<file path="config.mk">
export PLATFORM = sky130hd
export DESIGN_NAME = cl_wavefront_crawler
export DESIGN_NICKNAME = d
export VERILOG_FILES = /design/src/rtl/cl_wavefront_crawler.sv
export SDC_FILE = /design/constraint.sdc
export NUM_CORES = 1
export LEC_CHECK = 0
export BUFFER_PORTS_ARGS = -buffer_cell sky130_fd_sc_hd__buf_4
export CORE_MARGIN = 5
export CORE_UTILIZATION = 56
export CTS_BUF_LIST = sky130_fd_sc_hd__clkbuf_8
export CTS_CLUSTER_DIAMETER = 30
export DETAILED_ROUTE_END_ITERATION = 6
export GPL_ROUTABILITY_DRIVEN = 1
export PLACE_DENSITY_LB_ADDON = 0.05
export SLEW_MARGIN = 20
export SYNTH_ARGS = -nofsm -noshare
export SYNTH_HDL_FRONTEND = slang
export SYNTH_SLANG_ARGS = --single-unit
</file>
<file path="constraint.sdc">
create_clock -name clock_i -period 4.35 [get_ports clock_i]
set_input_delay 0.87 -clock clock_i [delete_from_list [all_inputs] [get_ports clock_i]]
set_output_delay 0.87 -clock clock_i [all_outputs]
set_load 0.005 [all_outputs]
</file>
<file path="src/rtl/cl_wavefront_crawler.sv">
// Anti-diagonal wavefront walker over an (X+1)x(Y+1) grid, emitting LANES cells per group.
// Optional abort input is enabled by defining CL_WAVEFRONT_CRAWLER_ABORT_EN.
module cl_wavefront_crawler #(
  parameter int COORD_W = 8,
  parameter int LANES   = 4
) (
  input  logic               clock_i,
  input  logic               reset_i,
`ifdef CL_WAVEFRONT_CRAWLER_ABORT_EN
  input  logic               abort_i,
`endif
  input  logic               start_i,
  input  logic [COORD_W-1:0] dim_x_i,
  input  logic [COORD_W-1:0] dim_y_i,
  output logic               busy_o,
  output logic               done_o,
  output logic               valid_o,
  input  logic               ready_i,
  output logic [COORD_W-1:0] base_x_o,
  output logic [COORD_W-1:0] base_y_o,
  output logic [LANES-1:0]   lane_mask_o,
  output logic               diag_last_o,
  output logic [COORD_W:0]   diag_idx_o
);
  localparam int W1 = COORD_W + 1;
  localparam logic [COORD_W:0]   LANES_W = W1'(LANES);
  localparam logic [COORD_W-1:0] LANES_N = COORD_W'(LANES);

  typedef enum logic [1:0] {S_IDLE, S_RUN, S_DONE} state_e;

  state_e             state_q, state_d;
  logic [COORD_W-1:0] dim_x_q, dim_x_d, dim_y_q, dim_y_d;
  logic [COORD_W-1:0] base_x_q, base_x_d, base_y_q, base_y_d;
  logic [COORD_W:0]   diag_q, diag_d;

  logic             abort_w;
  logic             run_w, lane_last_w;
  logic [COORD_W:0] bx_w, by_w, xmax_w, ymax_w, room_y_w, rem_w, diag_max_w;
  logic [COORD_W:0] next_d_w, next_x_w;
  logic [LANES-1:0] mask_w;

`ifdef CL_WAVEFRONT_CRAWLER_ABORT_EN
  assign abort_w = abort_i;
`else
  assign abort_w = 1'b0;
`endif

  // All remainder/diagonal arithmetic is one bit wider so X=Y=max cannot wrap.
  assign bx_w       = {1'b0, base_x_q};
  assign by_w       = {1'b0, base_y_q};
  assign xmax_w     = {1'b0, dim_x_q};
  assign ymax_w     = {1'b0, dim_y_q};
  assign room_y_w   = ymax_w - by_w;
  assign rem_w      = ((bx_w < room_y_w) ? bx_w : room_y_w) + W1'(1);
  assign diag_max_w = xmax_w + ymax_w;
  assign next_d_w   = diag_q + W1'(1);
  assign next_x_w   = (next_d_w < xmax_w) ? next_d_w : xmax_w;
  assign lane_last_w = (rem_w <= LANES_W);
  assign run_w       = (state_q == S_RUN);

  always_comb begin
    for (int k = 0; k < LANES; k++) begin
      mask_w[k] = (bx_w >= W1'(k)) && ((by_w + W1'(k)) <= ymax_w);
    end
  end

  // NOTE: every next-state signal gets its hold value first, so no path can infer a latch.
  always_comb begin
    state_d  = state_q;
    dim_x_d  = dim_x_q;
    dim_y_d  = dim_y_q;
    base_x_d = base_x_q;
    base_y_d = base_y_q;
    diag_d   = diag_q;
    case (state_q)
      S_IDLE: begin
        if (start_i) begin
          state_d  = S_RUN;
          dim_x_d  = dim_x_i;
          dim_y_d  = dim_y_i;
          base_x_d = '0;
          base_y_d = '0;
          diag_d   = '0;
        end
      end
      S_RUN: begin
        if (abort_w) begin
          state_d = S_IDLE;
        end else if (ready_i) begin
          if (!lane_last_w) begin
            base_x_d = base_x_q - LANES_N;
            base_y_d = base_y_q + LANES_N;
          end else if (diag_q == diag_max_w) begin
            state_d = S_DONE;
          end else begin
            diag_d   = next_d_w;
            base_x_d = COORD_W'(next_x_w);
            base_y_d = COORD_W'(next_d_w - next_x_w);
          end
        end
      end
      S_DONE:  state_d = S_IDLE;
      default: state_d = S_IDLE;
    endcase
  end

  // NOTE: state registers use non-blocking assignments so all flops update together at the edge.
  always_ff @(posedge clock_i or posedge reset_i) begin
    if (reset_i) begin
      state_q  <= S_IDLE;
      dim_x_q  <= '0;
      dim_y_q  <= '0;
      base_x_q <= '0;
      base_y_q <= '0;
      diag_q   <= '0;
    end else begin
      state_q  <= state_d;
      dim_x_q  <= dim_x_d;
      dim_y_q  <= dim_y_d;
      base_x_q <= base_x_d;
      base_y_q <= base_y_d;
      diag_q   <= diag_d;
    end
  end

  // Group outputs read zero outside RUN, so reset clears them without a clock edge.
  assign valid_o     = run_w;
  assign busy_o      = (state_q != S_IDLE);
  assign done_o      = (state_q == S_DONE);
  assign base_x_o    = run_w ? base_x_q : '0;
  assign base_y_o    = run_w ? base_y_q : '0;
  assign lane_mask_o = run_w ? mask_w : '0;
  assign diag_last_o = run_w && lane_last_w;
  assign diag_idx_o  = run_w ? diag_q : '0;

endmodule

</file>
=== Word-level counts from Yosys, hierarchy flattened ===
Index checks and enable logic that the tools add are counted.

* Magnitude comparators: 11
* Equal/unequal tests: 9
* Reductions and logical operators: 12
* $add $sub $neg: 10
* Muxes and demuxes: 25

{| class="wikitable"
|+ Operators with widths
! cell !! number
|-
| 8-bit 2-to-1 mux || 10
|-
| 9-bit 2-to-1 mux || 6
|-
| 8-bit case mux with 2 select lines || 2
|-
| 9-bit by 8-bit less-or-equal comparator with 1-bit output || 3
|-
| 8-bit by 2-bit adder with 9-bit output (second input constant) || 2
|-
| 9-bit by 1-bit adder with 9-bit output (second input constant) || 2
|-
| 9-bit case mux with 2 select lines || 1
|-
| 8-bit by 1-bit >= comparator with 1-bit output (second input constant) || 2
|-
| 8-bit by 2-bit >= comparator with 1-bit output (second input constant) || 2
|-
| 8-bit by 1-bit adder with 9-bit output (second input constant) || 1
|-
| 8-bit by 8-bit adder with 9-bit output || 1
|-
| 9-bit == test || 1
|-
| 9-bit by 3-bit less-or-equal comparator with 1-bit output (second input constant) || 1
|-
| 8-bit by 9-bit less-than comparator with 1-bit output || 1
|-
| 9-bit by 8-bit less-than comparator with 1-bit output || 1
|-
| 8-bit by 8-bit subtractor with 9-bit output || 1
|-
| 8-bit by 3-bit adder with 8-bit output (second input constant) || 1
|-
| 8-bit less-or-equal comparator || 1
|-
| 2-bit 2-to-1 mux || 4
|-
| 4-bit AND reduction || 2
|-
| 8-bit by 3-bit subtractor with 8-bit output (second input constant) || 1
|-
| 8-bit subtractor || 1
|-
| 2-bit inequality test (second input constant) || 3
|-
| 1-bit logical AND || 5
|-
| 10 further kinds || 12
|}

* Output and inout port bits: 33
* Word-level logic and storage cells: 73
* Bits of input ports: 20
* Flip-flop bits (word level): 43

=== Longest topological paths before layout ===
Gate-level depths: netlist of run 1.

* Depth in word-level cells: 8
* Gate-level depth with buffers: 24
* Gate-level depth less buffers: 22

=== Worst setup path after synthesis of run 1 ===
Ideal clock, no wire load.

* Path kind: flip-flop to output port
* Start point: register base_y_q[0]
* End point: output diag_last_o
* Arrival: 3.825 ns
* Buffers on the path: 1
* Stages on the path, launching flop included: 17
* Path slack: -0.345 ns
* Cells stage by stage: dfrtp_1 -> ha_1 -> fa_1 -> nand2b_2 -> a21oi_4 -> o32a_1 -> and2_1 -> inv_1 -> ha_1 -> nand4_1 -> a211oi_1 -> nor4_1 -> or4_1 -> o41ai_1 -> clkbuf_1 -> nand2_1 -> inv_1

* Word-level cells in the longest chain between the ends: 6

{| class="wikitable"
|+ RTL lines
! element !! RTL line !! RTL
|-
| from (decl) || 33 || <nowiki>logic [COORD_W-1:0] base_x_q, base_x_d, base_y_q, base_y_d;</nowiki>
|-
| from (signal assigned) || 121 || <nowiki>base_y_q <= base_y_d;</nowiki>
|-
| 8-bit by 8-bit subtractor with 9-bit output * || 53 || <nowiki>assign room_y_w = ymax_w - by_w;</nowiki>
|-
| 8-bit by 9-bit less-than comparator with 1-bit output || 54 || <nowiki>assign rem_w = ((bx_w < room_y_w) ? bx_w : room_y_w) + W1'(1);</nowiki>
|-
| 9-bit 2-to-1 mux * || 54 ||
|-
| 9-bit by 1-bit adder with 9-bit output * || 54 ||
|-
| 9-bit by 3-bit less-or-equal comparator with 1-bit output * || 58 || <nowiki>assign lane_last_w = (rem_w <= LANES_W);</nowiki>
|-
| 1-bit logical AND * || 133 || <nowiki>assign diag_last_o = run_w && lane_last_w;</nowiki>
|-
| to (decl) || 22 || <nowiki>output logic diag_last_o,</nowiki>
|}

Every way passes the cells marked *; elsewhere a longest branch is shown, timed or not.

=== Worst setup path in the final report of run 1 ===
* Start point: register base_y_q[1]
* End point: output diag_last_o

Same word-level chain as after synthesis.

==> results of run 1 <==
state kept, by name (all words and copies together), names as in the netlist:
| name | cells |
|---|---|
| diag_q | 9 |
| base_x_q | 8 |
| base_y_q | 8 |
| dim_x_q | 8 |
| dim_y_q | 8 |
| state_q | 2 |
placed cells by master, fill, tap and decap left out, types with 7 or more instances in the layout:
cell      instances
mux2i_1           7
a21oi_1          25
mux2_2            7
ha_1             64
buf_4           103
or2_2             7
inv_1            39
o21ai_0          37
nand2b_1          8
o21a_1           12
xor2_1           14
nand4_1           9
xnor2_1          29
nor3_1           11
a21o_1            8
nand3_1          11
dfrtp_1          42
nand2_1          48
nor2_1           37
nor2b_1          10
and2_1           14
o22ai_1           8
layer usage:
layer  up-vias  wire length, um  global-route usage  part of all wire
met5         -               13                   0           0.00088
li1       2285                -                   -                 -
met2       216             6790               0.457              0.46
met1      2277             6390               0.395              0.43
met4         2              429               0.102             0.029
met3        40             1180              0.0467             0.080
power by group through the flow:
stage	logic [mW]	clock network, mW	registers (mW)
after floorplan	1.98	0	0.618
after global placement	2.84	0	0.645
after detailed placement	2.92	0	0.651
after CTS	3.06	0.281	0.646
after global routing	3.58	0.301	0.668
final	3.26	0.280	0.655
stage by stage:
| stage | instances | setup WS (ps) |
|---|---|---|
| floorplan | 589 | -25.4 |
| global placement | 763 | 44.7 |
| detailed placement | 763 | -13.3 |
| CTS | 778 | -268 |
| global route | 780 | -297 |
| finish | 780 | -181 |
cell families (layout without fill, tap and decap cells):
kind of cell / after synthesis / after routing
flops: 43 / 43
xor+xnor: 43 / 43
fa+ha+maj: 70 / 70
compound gates: 156 / 156
mux: 16 / 16
simple gates: 190 / 190
buf+inv: 71 / 157
repair_timing:
action,in CTS,in global routing
gates resized for setup,10,24
pin swaps,11,5
setup endpoints to repair,1,21
setup buffers,7,2
worst paths after layout:
check                      depth (start not counted)                 endpoint  slack (ps)
hold / removal                                     1   state_q[0]$_DFFE_PP0P_         460
setup / recovery                                  16              diag_last_o        -180
setup reg to reg                                  16  base_y_q[0]$_DFFE_PP0P_         120
max in group asynchronous                          3  base_y_q[0]$_DFFE_PP0P_        3170
hold reg to reg                                    1   state_q[0]$_DFFE_PP0P_         460
min in group asynchronous                          3    diag_q[0]$_DFFE_PP0P_         720
area by class of cell:
cell class | instances | area share
well taps | 105 | 0.0223
multi-input cells | 475 | 0.616
clock inverters | 2 | 0.00213
clock buffers | 6 | 0.0140
inverters | 45 | 0.0291
flip-flops and latches | 43 | 0.183
repair buffers | 104 | 0.133
==> impl_metrics.toml, run 1 <==
[floorplan]
die_w_um = 103
core_area_um2 = 8300
num_rows = 33
chipHeight_um = 103
initial_core_util = 0.582
ios = 53
die_area_um2 = 10600

[setup_path]
cp_cell_sequence = "inv_1 > ha_1 > buf_4 > o21bai_1 > a211oi_1 > or2_2 > ha_1 > nand4_1 > a211oi_2 > nor4_2 > or4_4 > o41ai_2 > buf_4 > nand2_2 > inv_2 > buf_6"
endpoint_kind = "primary output"
critPathLaunch = "base_y_q[1]$_DFFE_PP0P_"
max_stage_delay_ps = 490
start_kind = "register"
cp_max_fo = 4
required_ps = 3480
path_class = "reg -> out"
worst-path-buf-inv = 5
arrival_ps = 3660
reg2reg_from = "base_y_q[1]$_DFFE_PP0P_"
crit_family = "simple AND/OR/NAND/NOR gates"
crit_slowest_cell = "or4_4"

[power_and_ir_drop]
vdd_drop_max_uv = 549
p_sw_frac = 0.484
pwr-share-seq = 0.156
total_power_mw = 4.20
p_per_area_nw_per_um2 = 714
power_leakage_nw = 2.80
p_int_mw = 2.17
power_frac_clock = 0.067
power_frac_comb = 0.777
p_sw_mw = 2.03

[logic_synthesis]
muxShareOfSynthArea = 0.0350
synth_most_common_cell = "ha_1"
ys_types = 70
synth_area_leader_cell = "dfrtp_1"
synth_top_family_by_area = "compound AO/OA/AOI/OAI gates"
syn_nets = 679
yosysWarnings = 0
synthAdderAreaFrac = 0.186
synth_seq_cells = 43
synth-seq-area-share = 0.223
syn_area_per_cell_um2 = 8.20
ys.flop_type = "dfrtp_1"
synth_top_area_share = 0.223
syn_area_um2 = 4830
synth_simple_gate_area_share = 0.203
synthXorXnorAreaFrac = 0.0779
synthCells = 589
netlist_top_cells_count = "ha_1 (67), nand2_1 (49), dfrtp_1 (43), inv_1 (43), o21ai_0 (40)"
synth_compound_area_frac = 0.216
synthArstFlopShare = 1.00
synth.area.top_cells = "dfrtp_1 (22%), ha_1 (17%), xnor2_1 (5.3%)"
synth_edf_count = 0

[grt]
grt_pass1_wl_um = 23700
antenna_found_initial = 1
first_global_vias = 4741
grt_remaining_overflow = 0
grt_usage = 0.287
grt_max_degree = 44

[timing]
fin_setup_tns_ps = -181
maxSlewViolCount = 0
worst_clock_skew_ps = 15.3
worstMarginPinSlew_ps = 695
holdWs_ps = 462
setup_ws_ps = -181
finalCritPeriodShare = 1.04
fmaxAchievable_mhz = 221
layout_min_cycle_time_ps = 4530
finalHoldViolations = 0
relSlewSlack = 0.533
setup_viol_count_final = 1
rsz0062_at_grt = "true"

[final_layout]
multi_input_area_um2 = 3620
drive_above_1_share = 0.237
regArea_um2 = 1080
final_cell_area_um2 = 5880
syn_to_final_growth_pct = 21.7
n_fill_cell = 660
fin_util = 0.709
fin_nets = 764
num_antenna_cells = 0

[drt]
wirelength_um = 14800
via_count = 4820
drc = 0
final_antenna_net_count = 0
drtIter0Drc = 333
wl_per_cell_um = 19.0
via_per_inst = 6.18
firstDrtPassIters = 5

[job]
maxCapViolCount = 0

[cts]
cts_max_level = 2
cts_made_buffers = 5
clk_path_buf_depth = 2
cts.sinks = 43
ctsHoldBuffers = 0
clk_pin_slew_ps = 100
insertion_delay_ps = 310
cts-root-buf = "clkbuf_8"
cts_tree = "done"

[run_status]
status = "complete, but fails checks"
violations = "setup timing"

[placement]
post-dp-hpwl_um = 11300
port_buffers = 52
gp_congestion = 0.985
place_area_um2 = 5580

[min_path]
hp-class = "reg -> reg"
min_from = "state_q[1]$_DFFE_PP0P_"
No activity file was read; power rests on OpenSTA's default activity.
==> run 2, diff against run 1 <==
CTS_CLUSTER_SIZE = 40   (was default)
SKIP_CTS_REPAIR_TIMING = 1   (was default)
==> impl_metrics.toml, run 2 (synthesized netlist as in run 1, its figures left out) <==
[power_and_ir_drop]
power_frac_comb = 0.772
vdd_drop_max_uv = 519
power_frac_clock = 0.068
p_sw_frac = 0.481
pwr-share-seq = 0.160
p_per_area_nw_per_um2 = 704
total_power_mw = 4.11
power_leakage_nw = 2.77
p_sw_mw = 1.98
p_int_mw = 2.13

[drt]
wirelength_um = 14800
drc = 0
via_count = 4803
wl_per_cell_um = 19.1
via_per_inst = 6.19
firstDrtPassIters = 5
final_antenna_net_count = 0
drtIter0Drc = 320

[timing]
relSlewSlack = 0.605
finalHoldViolations = 0
finalCritPeriodShare = 1.07
fin_setup_tns_ps = -311
worst_clock_skew_ps = 18.6
setup_ws_ps = -311
worstMarginPinSlew_ps = 593
maxSlewViolCount = 0
holdWs_ps = 461
fmaxAchievable_mhz = 215
setup_viol_count_final = 1
layout_min_cycle_time_ps = 4660
rsz0062_at_grt = "true"

[floorplan]
die_area_um2 = 10600
ios = 53
initial_core_util = 0.582
core_area_um2 = 8300
die_w_um = 103
num_rows = 33
chipHeight_um = 103

[grt]
use_met3 = 0.0528
grt_remaining_overflow = 0
grt-busiest-layer = "met2"
antenna_found_initial = 1
grt_pass1_wl_um = 23100
grt_max_degree = 44
grt_usage = 0.282
met1_usage = 0.386
first_global_vias = 4602
met2_usage = 0.446

[final_layout]
num_antenna_cells = 0
final_cell_mix = "buf_4 (98), ha_1 (63), nand2_1 (48), dfrtp_1 (41), inv_1 (40)"
largest_reg_flops = 9
final_cell_area_um2 = 5840
final_common_cell = "buf_4"
largest_register = "diag_q"
drive_above_1_share = 0.230
syn_to_final_growth_pct = 20.8
fin_nets = 760

[run_status]
violations = "setup timing"
status = "complete, but fails checks"

[placement]
post-dp-hpwl_um = 11300
port_buffers = 52
gp_congestion = 0.985
place_area_um2 = 5580

[cts]
cts.sinks = 43
insertion_delay_ps = 310
clk_path_buf_depth = 2
cts_made_buffers = 5
cts_tree = "done"
clk_pin_slew_ps = 100
cts_max_level = 2
cts-root-buf = "clkbuf_8"

[setup_path]
arrival_ps = 3790
endpoint_kind = "primary output"
path_class = "reg -> out"
start_kind = "register"
cp_max_fo = 4
required_ps = 3480

[min_path]
hp-class = "reg -> reg"

[job]
maxCapViolCount = 0
[run 2: stage by stage]
step	instances	worst slack [ps]	utilization
finish	776	-311	0.703
global placement	763	44.7	0.672
detailed placement	763	-13.3	0.672
global route	776	-508	0.703
floorplan	589	-25.4	-
CTS	771	-361	0.684
[run 2: worst paths after layout]
check                                             start                 endpoint  slack (ps)  cells after the start
max in group asynchronous                       reset_i  base_y_q[0]$_DFFE_PP0P_        3190                      3
worst min-delay path             state_q[1]$_DFFE_PP0P_   state_q[0]$_DFFE_PP0P_         460                      1
worst max register to register  base_y_q[1]$_DFFE_PP0P_  base_y_q[0]$_DFFE_PP0P_          90                     16
min in group asynchronous                       reset_i    diag_q[0]$_DFFE_PP0P_         710                      3
worst min register to register   state_q[1]$_DFFE_PP0P_   state_q[0]$_DFFE_PP0P_         460                      1
worst max-delay path            base_y_q[1]$_DFFE_PP0P_              diag_last_o        -310                     16
[run 2: layer usage]
| layer | wire, um | vias up |
|---|---|---|
| met4 | 433 | 2 |
| met1 | 6450 | 2288 |
| li1 | - | 2276 |
| met5 | 13 | - |
| met3 | 1100 | 43 |
| met2 | 6800 | 194 |
[run 2: critical path, cell delays in order, from the launching register on]
cell     delay [ps]
dfrtp_2         420
inv_1            70
ha_1            290
or2_2           290
a21oi_1         210
buf_4           170
o22a_1          170
xor2_1          200
inv_1            70
ha_1            270
nor2_1           50
or4_1           540
o41ai_2         360
buf_4           190
nand2_2          60
inv_2            60
buf_6            80
[run 2: final cells by class]
class | instances | area, um^2
clock inverter | 2 | 12.5
fill | 653 | 2460
tap | 105 | 131
multi-input combinational | 476 | 3610
sequential | 43 | 1080
inverter | 45 | 171
clock buffer | 6 | 82.6
timing repair buffer | 99 | 747
[run 2: power groups by stage]
stage,Combinational (mW),Sequential [mW],Clock [mW]
final,3.18,0.657,0.279
after global placement,2.84,0.645,0
after global routing,3.52,0.668,0.301
after CTS,2.94,0.644,0.281
after detailed placement,2.92,0.651,0
after floorplan,1.98,0.618,0
==> run 3, diff against run 2 <==
CTS_CLUSTER_DIAMETER = default   (was 30)
RECOVER_POWER = 50   (was default)
==> impl_metrics.toml, run 3 (synthesized netlist as in run 1, its figures left out) <==
[grt]
grt_max_degree = 44
grt_usage = 0.282
antenna_found_initial = 1
grt_remaining_overflow = 0
first_global_vias = 4602
grt_pass1_wl_um = 23100

[floorplan]
num_rows = 33
core_area_um2 = 8300
ios = 53
initial_core_util = 0.582
die_w_um = 103
die_area_um2 = 10600
chipHeight_um = 103

[run_status]
status = "complete, but fails checks"
violations = "capacitance limit, slew limit, setup timing"

[power_and_ir_drop]
total_power_mw = 4.12
power_leakage_nw = 2.76
vdd_drop_max_uv = 526
p_per_area_nw_per_um2 = 706

[final_layout]
num_antenna_cells = 0
final_cells = 776
final_common_cell = "buf_4"
n_fill_cell = 658
final_cell_mix = "buf_4 (95), ha_1 (63), nand2_1 (48), dfrtp_1 (41), inv_1 (40)"
syn_to_final_growth_pct = 20.6
fin_nets = 760
drive_above_1_share = 0.225
final_cell_area_um2 = 5830
largest_register = "diag_q"
largest_reg_flops = 9

[drt]
drtIter0Drc = 332
firstDrtPassIters = 5
final_antenna_net_count = 0
drc = 0
via_per_inst = 6.25
wirelength_um = 14900
wl_per_cell_um = 19.2
via_count = 4851

[timing]
setup_ws_ps = -309
maxSlewViolCount = 86
finalHoldViolations = 0
worstMarginPinSlew_ps = 2520
layout_min_cycle_time_ps = 4660
setup_viol_count_final = 1
rsz0062_at_grt = "true"
relSlewSlack = -0.680
finalCritPeriodShare = 1.07
fmaxAchievable_mhz = 215
worst_clock_skew_ps = 12.7
fin_setup_tns_ps = -309

[placement]
port_buffers = 52
place_inst = 763
gp_congestion = 0.985
post-dp-hpwl_um = 11300
place_area_um2 = 5580

[setup_path]
r2r-end = "base_y_q[0]$_DFFE_PP0P_"
arrival_ps = 3790
path_class = "reg -> out"
start_kind = "register"
r2r_cells = 17
reg2reg_from = "base_y_q[1]$_DFFE_PP0P_"
rrSetupSlack_ps = 20
cp_max_fo = 3
required_ps = 3480
endpoint_kind = "primary output"

[min_path]
min_from = "state_q[1]$_DFFE_PP0P_"
min_to = "state_q[0]$_DFFE_PP0P_"
hold_depth = 1
hp-class = "reg -> reg"

[cts]
cts.sinks = 43
cts_tree = "done"
insertion_delay_ps = 300
cts_made_buffers = 5
clk_pin_slew_ps = 90
cts-root-buf = "clkbuf_8"
cts_max_level = 2
clk_path_buf_depth = 2

[job]
maxCapViolCount = 2
run 3: changes by cell type in the layout (fill, tap and decap cells not counted):
cell	change
buf_4	-3
clkbuf_1	+2
clkbuf_4	+1
nor2_1	+1
nor2_2	-1
run 3: power by group:
part           switching (mW)  internal (mW)
logic                    1.68           1.50
registers               0.150          0.508
clock network           0.150          0.128
total                    1.98           2.13
run 3: final cells by class:
type | instances | area, um^2 | share of cell area
clock buffers | 6 | 82.6 | 0.0142
flip-flops and latches | 43 | 1080 | 0.185
multi-input cells | 476 | 3610 | 0.620
inverters | 45 | 171 | 0.0294
clock inverters | 2 | 12.5 | 0.00215
well taps | 105 | 131 | 0.0225
repair buffers | 99 | 739 | 0.127
run 3: stage by stage:
| stage | util | setup WS [ps] | hold WS [ps] |
|---|---|---|---|
| final | 0.702 | -309 | 460 |
| after global routing | 0.702 | -508 | 522 |
| after CTS | 0.684 | -361 | 460 |
| after detailed placement | 0.672 | -13.3 | 448 |
| after global placement | 0.672 | 44.7 | 445 |
| after floorplan | - | -25.4 | 424 |
run 3: worst max-delay path by stage:
stage | from | endpoint | slack (ps) | cells after the start
after floorplan | base_y_q[0]$_DFFE_PP0P_ | diag_last_o | -30 | 16
after global placement | base_y_q[0]$_DFFE_PP0P_ | diag_last_o | 40 | 17
after detailed placement | base_y_q[0]$_DFFE_PP0P_ | diag_last_o | -10 | 17
after CTS | base_y_q[0]$_DFFE_PP0P_ | diag_last_o | -360 | 17
after global routing | base_y_q[3]$_DFFE_PP0P_ | diag_last_o | -510 | 18
final | base_y_q[1]$_DFFE_PP0P_ | diag_last_o | -310 | 17
run 3: per-layer routing:
metal | vias up | GRT usage | routed length [um]
met5 | - | 0 | 0
met4 | 0 | 0.0966 | 442
met3 | 37 | 0.0528 | 1230
met2 | 232 | 0.446 | 6790
met1 | 2304 | 0.386 | 6420
li1 | 2278 | - | -
run 3: worst max-delay path: stages, from the launching register on:
cell and delay [ps]:
dfrtp_2 420, inv_1 80, ha_1 290, or2_2 290, a21oi_1 210, o21ai_0 110, nand2b_1 100, xnor2_1 80
ha_1 290, nand4_1 110, a211oi_2 180, nor4_2 80, or4_1 510, o41ai_2 360, buf_4 190, nand2_2 60
inv_2 60, buf_6 80
